`config.mk`:
```
export PLATFORM = sky130hd
export DESIGN_NAME = muldiv_unit
export DESIGN_NICKNAME = d
export VERILOG_FILES = /design/src/rtl/muldiv_unit_pkg.sv /design/src/rtl/muldiv_unit_div_radix2.sv /design/src/rtl/muldiv_unit.sv
export SDC_FILE = /design/constraint.sdc
export NUM_CORES = 2
export LEC_CHECK = 0
export CORE_MARGIN = 2
export CORE_UTILIZATION = 55
export CTS_CLUSTER_DIAMETER = 200
export DETAILED_ROUTE_END_ITERATION = 6
export GPL_TIMING_DRIVEN = 0
export PLACE_DENSITY = 0.76
export SLEW_MARGIN = 10
export SYNTH_ARGS = -nofsm -noshare
export SYNTH_HDL_FRONTEND = slang
export SYNTH_SLANG_ARGS = --single-unit
export TNS_END_PERCENT = 20
```
`constraint.sdc`:
```
create_clock -name clk -period 10.5 [get_ports clk]
set_input_delay 1.05 -clock clk [delete_from_list [all_inputs] [get_ports clk]]
set_output_delay 1.05 -clock clk [all_outputs]
set_load 0.02 [all_outputs]
```
`src/rtl/muldiv_unit_pkg.sv`:
```
// Shared definitions for the HI/LO multiply/divide unit: FSM state encodings,
// op one-hot bit positions, divide latency and a conditional-negate helper.
package muldiv_unit_pkg;

  typedef enum logic [2:0] {
    ST_IDLE     = 3'd0,
    ST_MUL      = 3'd1,
    ST_DIV_INIT = 3'd2,
    ST_DIV_ITER = 3'd3,
    ST_DIV_FIX  = 3'd4
  } state_e;

  // Bit positions within the op one-hot {divu, div, multu, mult}
  localparam int OP_MULT  = 0;
  localparam int OP_MULTU = 1;
  localparam int OP_DIV   = 2;
  localparam int OP_DIVU  = 3;

  localparam int DIV_LATENCY = 34;

  function automatic logic [31:0] cond_neg(input logic [31:0] v, input logic neg);
    if (neg) begin
      return 32'd0 - v;
    end else begin
      return v;
    end
  endfunction

endpackage

```
`src/rtl/muldiv_unit_div_radix2.sv`:
```
// Iterative restoring radix-2 divider on 32-bit magnitudes, one quotient bit per
// cycle. o_done marks the final iteration; results are valid from the next cycle.
module div_radix2
  import muldiv_unit_pkg::*;
#(
  parameter int ITERS = 32
) (
  input  logic        clk,
  input  logic        reset,
  input  logic        i_start,
  input  logic        i_cancel,
  input  logic [31:0] i_dividend,
  input  logic [31:0] i_divisor,
  output logic        o_done,
  output logic [31:0] o_quotient,
  output logic [31:0] o_remainder
);

  localparam logic [5:0] LAST = 6'(ITERS - 1);

  logic        r_run;
  logic [5:0]  r_cnt;
  logic [31:0] r_rem;
  logic [31:0] r_quo;
  logic [31:0] r_dvs;

  logic [32:0] w_shift;
  logic        w_fits;
  logic [31:0] w_diff;

  // rem < divisor always holds, so a successful subtract fits in 32 bits
  assign w_shift = {r_rem, r_quo[31]};
  assign w_fits  = (w_shift >= {1'b0, r_dvs});
  assign w_diff  = w_shift[31:0] - r_dvs;

  always_ff @(posedge clk) begin
    if (reset) begin
      r_run <= 1'b0;
      r_cnt <= 6'd0;
      r_rem <= 32'd0;
      r_quo <= 32'd0;
      r_dvs <= 32'd0;
    end else if (i_cancel) begin
      r_run <= 1'b0;
    end else if (i_start) begin
      r_run <= 1'b1;
      r_cnt <= 6'd0;
      r_rem <= 32'd0;
      r_quo <= i_dividend;
      r_dvs <= i_divisor;
    end else if (r_run) begin
      r_rem <= w_fits ? w_diff : w_shift[31:0];
      r_quo <= {r_quo[30:0], w_fits};
      r_cnt <= r_cnt + 6'd1;
      r_run <= (r_cnt != LAST);
    end
  end

  assign o_done      = r_run && (r_cnt == LAST);
  assign o_quotient  = r_quo;
  assign o_remainder = r_rem;

endmodule

```
`src/rtl/muldiv_unit.sv`:
```
// Execute-stage HI/LO unit: owns HI/LO, a multiplier and an iterative divider.
// Optional macro MULDIV_EARLY_OUT_EN skips iteration when |b| > |a|.
module muldiv_unit
  import muldiv_unit_pkg::*;
#(
  parameter int MUL_STAGES = 2,
  parameter int DIV_ITERS  = 32
) (
  input  logic        clk,
  input  logic        reset,
  input  logic        start,
  input  logic        is_mult,
  input  logic        is_multu,
  input  logic        is_div,
  input  logic        is_divu,
  input  logic        hi_wen,
  input  logic        lo_wen,
  input  logic        mul_to_gpr,
  input  logic [31:0] a,
  input  logic [31:0] b,
  input  logic        cancel,
  output logic        busy,
  output logic        done,
  output logic [31:0] hi,
  output logic [31:0] lo,
  output logic [31:0] product
);

  localparam logic [2:0] MUL_LAST = 3'(MUL_STAGES);

  state_e      r_state;
  state_e      w_state_n;
  logic [2:0]  r_cnt;
  logic [32:0] r_xa;
  logic [32:0] r_xb;
  logic        r_sdiv;
  logic        r_gpr;
  logic        r_qneg;
  logic        r_rneg;
  logic        r_early;
  logic [31:0] r_early_rem;
  logic [31:0] r_hi;
  logic [31:0] r_lo;

  logic [3:0]  w_op;
  logic        w_is_mul;
  logic        w_is_dv;
  logic        w_accept;
  logic        w_mul_final;
  logic        w_done;
  logic [63:0] w_xa64;
  logic [63:0] w_xb64;
  logic [63:0] w_prod;
  logic [31:0] w_abs_a;
  logic [31:0] w_abs_b;
  logic        w_early;
  logic        w_div_start;
  logic        w_div_last;
  logic [31:0] w_div_q;
  logic [31:0] w_div_r;
  logic [31:0] w_q_mag;
  logic [31:0] w_r_mag;

  assign w_op     = {is_divu, is_div, is_multu, is_mult};
  assign w_is_mul = w_op[OP_MULT] | w_op[OP_MULTU];
  assign w_is_dv  = w_op[OP_DIV] | w_op[OP_DIVU];
  assign busy     = (r_state != ST_IDLE);
  assign w_accept = start & ~busy & ~cancel;

  // Low 64 bits of the 33x33 product, computed from the 64-bit sign extension
  assign w_xa64  = {{31{r_xa[32]}}, r_xa};
  assign w_xb64  = {{31{r_xb[32]}}, r_xb};
  assign w_prod  = w_xa64 * w_xb64;
  assign product = w_prod[31:0];

  assign w_mul_final = (r_state == ST_MUL) && (r_cnt == MUL_LAST);
  assign w_abs_a     = cond_neg(r_xa[31:0], r_sdiv & r_xa[31]);
  assign w_abs_b     = cond_neg(r_xb[31:0], r_sdiv & r_xb[31]);

`ifdef MULDIV_EARLY_OUT_EN
  assign w_early = (w_abs_b != 32'd0) && (w_abs_b > w_abs_a);
`else
  assign w_early = 1'b0;
`endif

  assign w_div_start = (r_state == ST_DIV_INIT) & ~cancel & ~w_early;
  assign w_q_mag     = r_early ? 32'd0 : w_div_q;
  assign w_r_mag     = r_early ? r_early_rem : w_div_r;

  div_radix2 #(.ITERS(DIV_ITERS)) u_div (
    .clk        (clk),
    .reset      (reset),
    .i_start    (w_div_start),
    .i_cancel   (cancel),
    .i_dividend (w_abs_a),
    .i_divisor  (w_abs_b),
    .o_done     (w_div_last),
    .o_quotient (w_div_q),
    .o_remainder(w_div_r)
  );

  always_ff @(posedge clk) begin
    if (reset) begin
      r_state <= ST_IDLE;
    end else begin
      r_state <= w_state_n;
    end
  end

  // Next state; done is qualified by ~cancel so a flush in the last cycle wins
  always_comb begin
    w_state_n = r_state;
    w_done    = 1'b0;
    case (r_state)
      ST_IDLE: begin
        if (w_accept && w_is_mul) begin
          w_state_n = ST_MUL;
        end else if (w_accept && w_is_dv) begin
          w_state_n = ST_DIV_INIT;
        end else begin
          w_state_n = ST_IDLE;
        end
      end
      ST_MUL: begin
        if (cancel) begin
          w_state_n = ST_IDLE;
        end else if (w_mul_final) begin
          w_done    = 1'b1;
          w_state_n = ST_IDLE;
        end else begin
          w_state_n = ST_MUL;
        end
      end
      ST_DIV_INIT: begin
        if (cancel) begin
          w_state_n = ST_IDLE;
        end else if (w_early) begin
          w_state_n = ST_DIV_FIX;
        end else begin
          w_state_n = ST_DIV_ITER;
        end
      end
      ST_DIV_ITER: begin
        if (cancel) begin
          w_state_n = ST_IDLE;
        end else if (w_div_last) begin
          w_state_n = ST_DIV_FIX;
        end else begin
          w_state_n = ST_DIV_ITER;
        end
      end
      ST_DIV_FIX: begin
        if (cancel) begin
          w_state_n = ST_IDLE;
        end else begin
          w_done    = 1'b1;
          w_state_n = ST_IDLE;
        end
      end
      default: begin
        w_state_n = ST_IDLE;
      end
    endcase
  end

  assign done = w_done;

  always_ff @(posedge clk) begin
    if (reset) begin
      r_cnt       <= 3'd0;
      r_xa        <= 33'd0;
      r_xb        <= 33'd0;
      r_sdiv      <= 1'b0;
      r_gpr       <= 1'b0;
      r_qneg      <= 1'b0;
      r_rneg      <= 1'b0;
      r_early     <= 1'b0;
      r_early_rem <= 32'd0;
    end else begin
      if (w_accept && (w_is_mul || w_is_dv)) begin
        r_xa   <= {is_mult & a[31], a};
        r_xb   <= {is_mult & b[31], b};
        r_sdiv <= is_div;
        r_gpr  <= mul_to_gpr;
        r_cnt  <= 3'd1;
      end else if (r_state == ST_MUL) begin
        r_cnt <= r_cnt + 3'd1;
      end
      if (r_state == ST_DIV_INIT) begin
        r_qneg      <= r_sdiv & (r_xa[31] ^ r_xb[31]);
        r_rneg      <= r_sdiv & r_xa[31];
        r_early     <= w_early;
        r_early_rem <= w_abs_a;
      end
    end
  end

  // Architectural HI/LO: mthi/mtlo at acceptance, results on the done cycle
  always_ff @(posedge clk) begin
    if (reset) begin
      r_hi <= 32'd0;
      r_lo <= 32'd0;
    end else begin
      if (w_accept && hi_wen) begin
        r_hi <= a;
      end else if (w_done && (r_state == ST_MUL) && !r_gpr) begin
        r_hi <= w_prod[63:32];
      end else if (w_done && (r_state == ST_DIV_FIX)) begin
        r_hi <= cond_neg(w_r_mag, r_rneg);
      end
      if (w_accept && lo_wen) begin
        r_lo <= a;
      end else if (w_done && (r_state == ST_MUL) && !r_gpr) begin
        r_lo <= w_prod[31:0];
      end else if (w_done && (r_state == ST_DIV_FIX)) begin
        r_lo <= cond_neg(w_q_mag, r_qneg);
      end
    end
  end

  assign hi = r_hi;
  assign lo = r_lo;

endmodule

```
==> flow_summary.json <==
{
  "slew_headroom": 0.0547,
  "port_buffers": 171,
  "final_area_um2": 56900,
  "synthTopCellsByArea": "fa_1, dfxtp_1, inv_1, nand2_1, and2_1",
  "post_dp_cell_area_um2": 55600,
  "drtAntennaViolNets": 0,
  "synth_edf_count": 0,
  "grt_pass1_wl_mm": 334,
  "final_common_cell": "inv_1",
  "synth_area_um2": 52300,
  "antenna_found_initial": 50,
  "num_rows": 113,
  "grt_pass1_vias": 47700,
  "grt_use_met1": 0.627,
  "synth_flop_cell": "dfxtp_1",
  "timing.rr.end": "hi[29]$_SDFFE_PP0P_",
  "wirelength_mm": 235,
  "root_buffer": "clkbuf_16",
  "synth_warnings": 0,
  "max_freq_mhz": 93.9,
  "violations": "design-rule violations, negative setup slack",
  "cts_buffers": 24,
  "power_density_nw_per_um2": 61.4,
  "vias": 47000,
  "status": "finished, violations left",
  "async_reset_ff_frac": 0,
  "postSynthCellCount": 6023,
  "postCtsHoldBufs": 0,
  "yosysSeqAreaShare": 0.0930,
  "cp-endpoint": "product[30]",
  "syn2layout_area_growth_pct": 8.73,
  "fin_nets": 7648,
  "critPathMaxFanout": 10,
  "finalHoldViolations": 0,
  "drt-wirelength-per-cell_um": 31.3,
  "dp.cells": 7461,
  "setup.worst_path.end_class": "output pin",
  "initial_core_util": 0.553,
  "final-max-slew-violation-count": 0,
  "place_congestion": 1.07,
  "synth_fp_nets": 7476,
  "core_area_um2": 94600,
  "hold_ws_ns": 0.468,
  "grt_setup_unrepaired": "yes",
  "finalClockSkew_ns": 0.0265,
  "stdcell_count": 7511,
  "drc": 6,
  "grt_busiest_layer": "met2",
  "synth.top_cell.area_share": 0.431,
  "fillers": 8574,
  "mostFrequentLayoutCells": "inv_1, fa_1, nand2_1, and2_1, ha_1",
  "place_ws_ns": -0.978,
  "r2r_setup_slack_ns": 0.57,
  "worst_slew_pin_slew_ns": 1.42,
  "tritoncts": "done",
  "die_w_um": 312,
  "synthDistinctLibCells": 79,
  "dieArea_um2": 97600,
  "grt_max_degree": 25,
  "grt_use_met2": 0.712,
  "synth_top_cell_by_area": "fa_1",
  "cts.sinks": 243,
  "grt-ovfl-total": 0,
  "min_path_type": "flip-flop to flip-flop",
  "grt_use_total": 0.485,
  "cap_violations": 0,
  "reg2reg_depth": 24,
  "io_pins": 173,
  "setup_ws_ns": -0.147,
  "clockBufferDepth": 3,
  "routed_via_density": 6.26,
  "critPathLaunch": "r_xa[25]$_SDFFE_PP0P_",
  "fin_crit_ns": 10.65,
  "r2r-start": "r_xa[30]$_SDFFE_PP0P_",
  "drt_iter0_drc": 6334,
  "cp-start-kind": "flip-flop",
  "path_clk_slew_ns": 0.07,
  "cp.required_ns": 9.45,
  "insertion_delay_ns": 0.56,
  "die_h_um": 312,
  "final_util": 0.601,
  "met3_usage": 0.144,
  "p_total_mw": 3.49,
  "fin_tns_setup_ns": -0.265,
  "drive_above_1_share": 0.0441,
  "vdd_drop_max_mv": 0.0937,
  "setup_viol": 4,
  "p_leak_nw": 27.3,
  "hpwl_mm": 191,
  "syn_avg_cell_area_um2": 8.68,
  "ys_ff_latch": 243,
  "timing.critical_path.arrival_ns": 9.60,
  "htree_levels": 1,
  "fin_crit_sh": 1.01,
  "path_class": "flip-flop to output pin",
  "first_pass_iters": 7
}
## synth_stat cells, types with 28 or more instances
cell and n:
a211oi_1 53, a21o_1 50, a21oi_1 230, a311oi_1 34
and2_1 512, buf_1 47, clkbuf_1 343, dfxtp_1 243
fa_1 1126, ha_1 252, inv_1 1150, nand2_1 891
nand2b_1 28, nand3_1 28, nor2_1 207, nor2b_1 36
nor3_1 56, o21ai_0 134, o22ai_1 42, o31ai_1 35
xnor2_1 131, xor2_1 83
## sequential cells by signal, indices dropped and copies added, names as in the netlist
name               cells
r_xa                  33
r_state                3
u_div.o_quotient      32
u_div.o_remainder     32
r_gpr                  1
u_div.r_dvs           32
r_qneg                 1
r_cnt                  3
r_rneg                 1
hi                    32
r_sdiv                 1
u_div.r_run            1
u_div.r_cnt            6
lo                    32
r_xb                  33
## area by class of cell
type	instances	area [um2]	share of cell area
antenna	33	82.6	0.00145
buffer	363	1720	0.0303
multi-input combinational	4239	41700	0.734
clock inverter	6	93.8	0.00165
tap	1265	1580	0.0278
sequential	243	4900	0.0861
clock buffer	38	713	0.0125
timing repair buffer	174	1730	0.0304
inverter	1150	4320	0.0759
## power by group
| group | leakage, nW | switching [mW] | internal [mW] | total, mW |
|---|---|---|---|---|
| sequential | 1.98 | 0.0669 | 0.952 | 1.02 |
| combinational | 24.9 | 1.06 | 0.475 | 1.54 |
| clock | 0.392 | 0.421 | 0.517 | 0.939 |
## cells by family (layout without fill, tap and decap cells)
logic type                 after synthesis  count (layout)  share of synthesized area
AOI/OAI and AO/OA                      744             744                     0.0926
xor gates and xnor gates               214             214                     0.0358
adders and majority gates             1378            1378                      0.491
buffers and inverters                 1541            1731                      0.111
DFF                                    243             243                     0.0930
muxes                                   21              21                    0.00402
other                                    0              33                          0
and+or+nand+nor                       1882            1882                      0.173
## routing by layer
layer / share of wire / wire (um)
met5: 0.00086 / 201
met4: 0.084 / 19700
met3: 0.14 / 32000
met2: 0.42 / 98300
met1: 0.36 / 84700
## worst max-delay path, stage by stage, from the launching register on
cell and delay (ns):
dfxtp_2 0.63, buf_2 0.48, nand2_1 0.15, fa_1 0.53, fa_1 0.70, fa_1 0.52
fa_1 0.56, inv_1 0.05, fa_1 0.49, inv_1 0.06, fa_1 0.58, fa_1 0.46
fa_2 0.67, inv_1 0.07, ha_2 0.45, nand2_1 0.27, nor3_1 0.33, or3b_2 0.53
o211ai_1 0.20, buf_4 0.18, nor2_1 0.08, xnor2_2 0.33, clkdlybuf4s50_1 0.68
## worst min path at each step
stage,startpoint,end,slack [ns],depth (start not counted)
after global routing,lo[1]$_SDFFE_PP0P_,lo[1]$_SDFFE_PP0P_,0.48,2
after floorplan,u_div.r_dvs[31]$_SDFFE_PP0P_,u_div.r_dvs[31]$_SDFFE_PP0P_,0.43,2
after global placement,lo[1]$_SDFFE_PP0P_,lo[1]$_SDFFE_PP0P_,0.44,2
after detailed placement,lo[2]$_SDFFE_PP0P_,lo[2]$_SDFFE_PP0P_,0.45,2
final,lo[1]$_SDFFE_PP0P_,lo[1]$_SDFFE_PP0P_,0.47,2
after CTS,lo[1]$_SDFFE_PP0P_,lo[1]$_SDFFE_PP0P_,0.47,2
## what timing repair did
item | in CTS | in global routing
gates resized for setup | 204 | 112
setup endpoints to repair | 21 | 7
setup buffers | 1 | 0
gates cloned | 0 | 0
pin swaps | 1 | 0
Note: power is estimated with default switching activity, not from simulation.
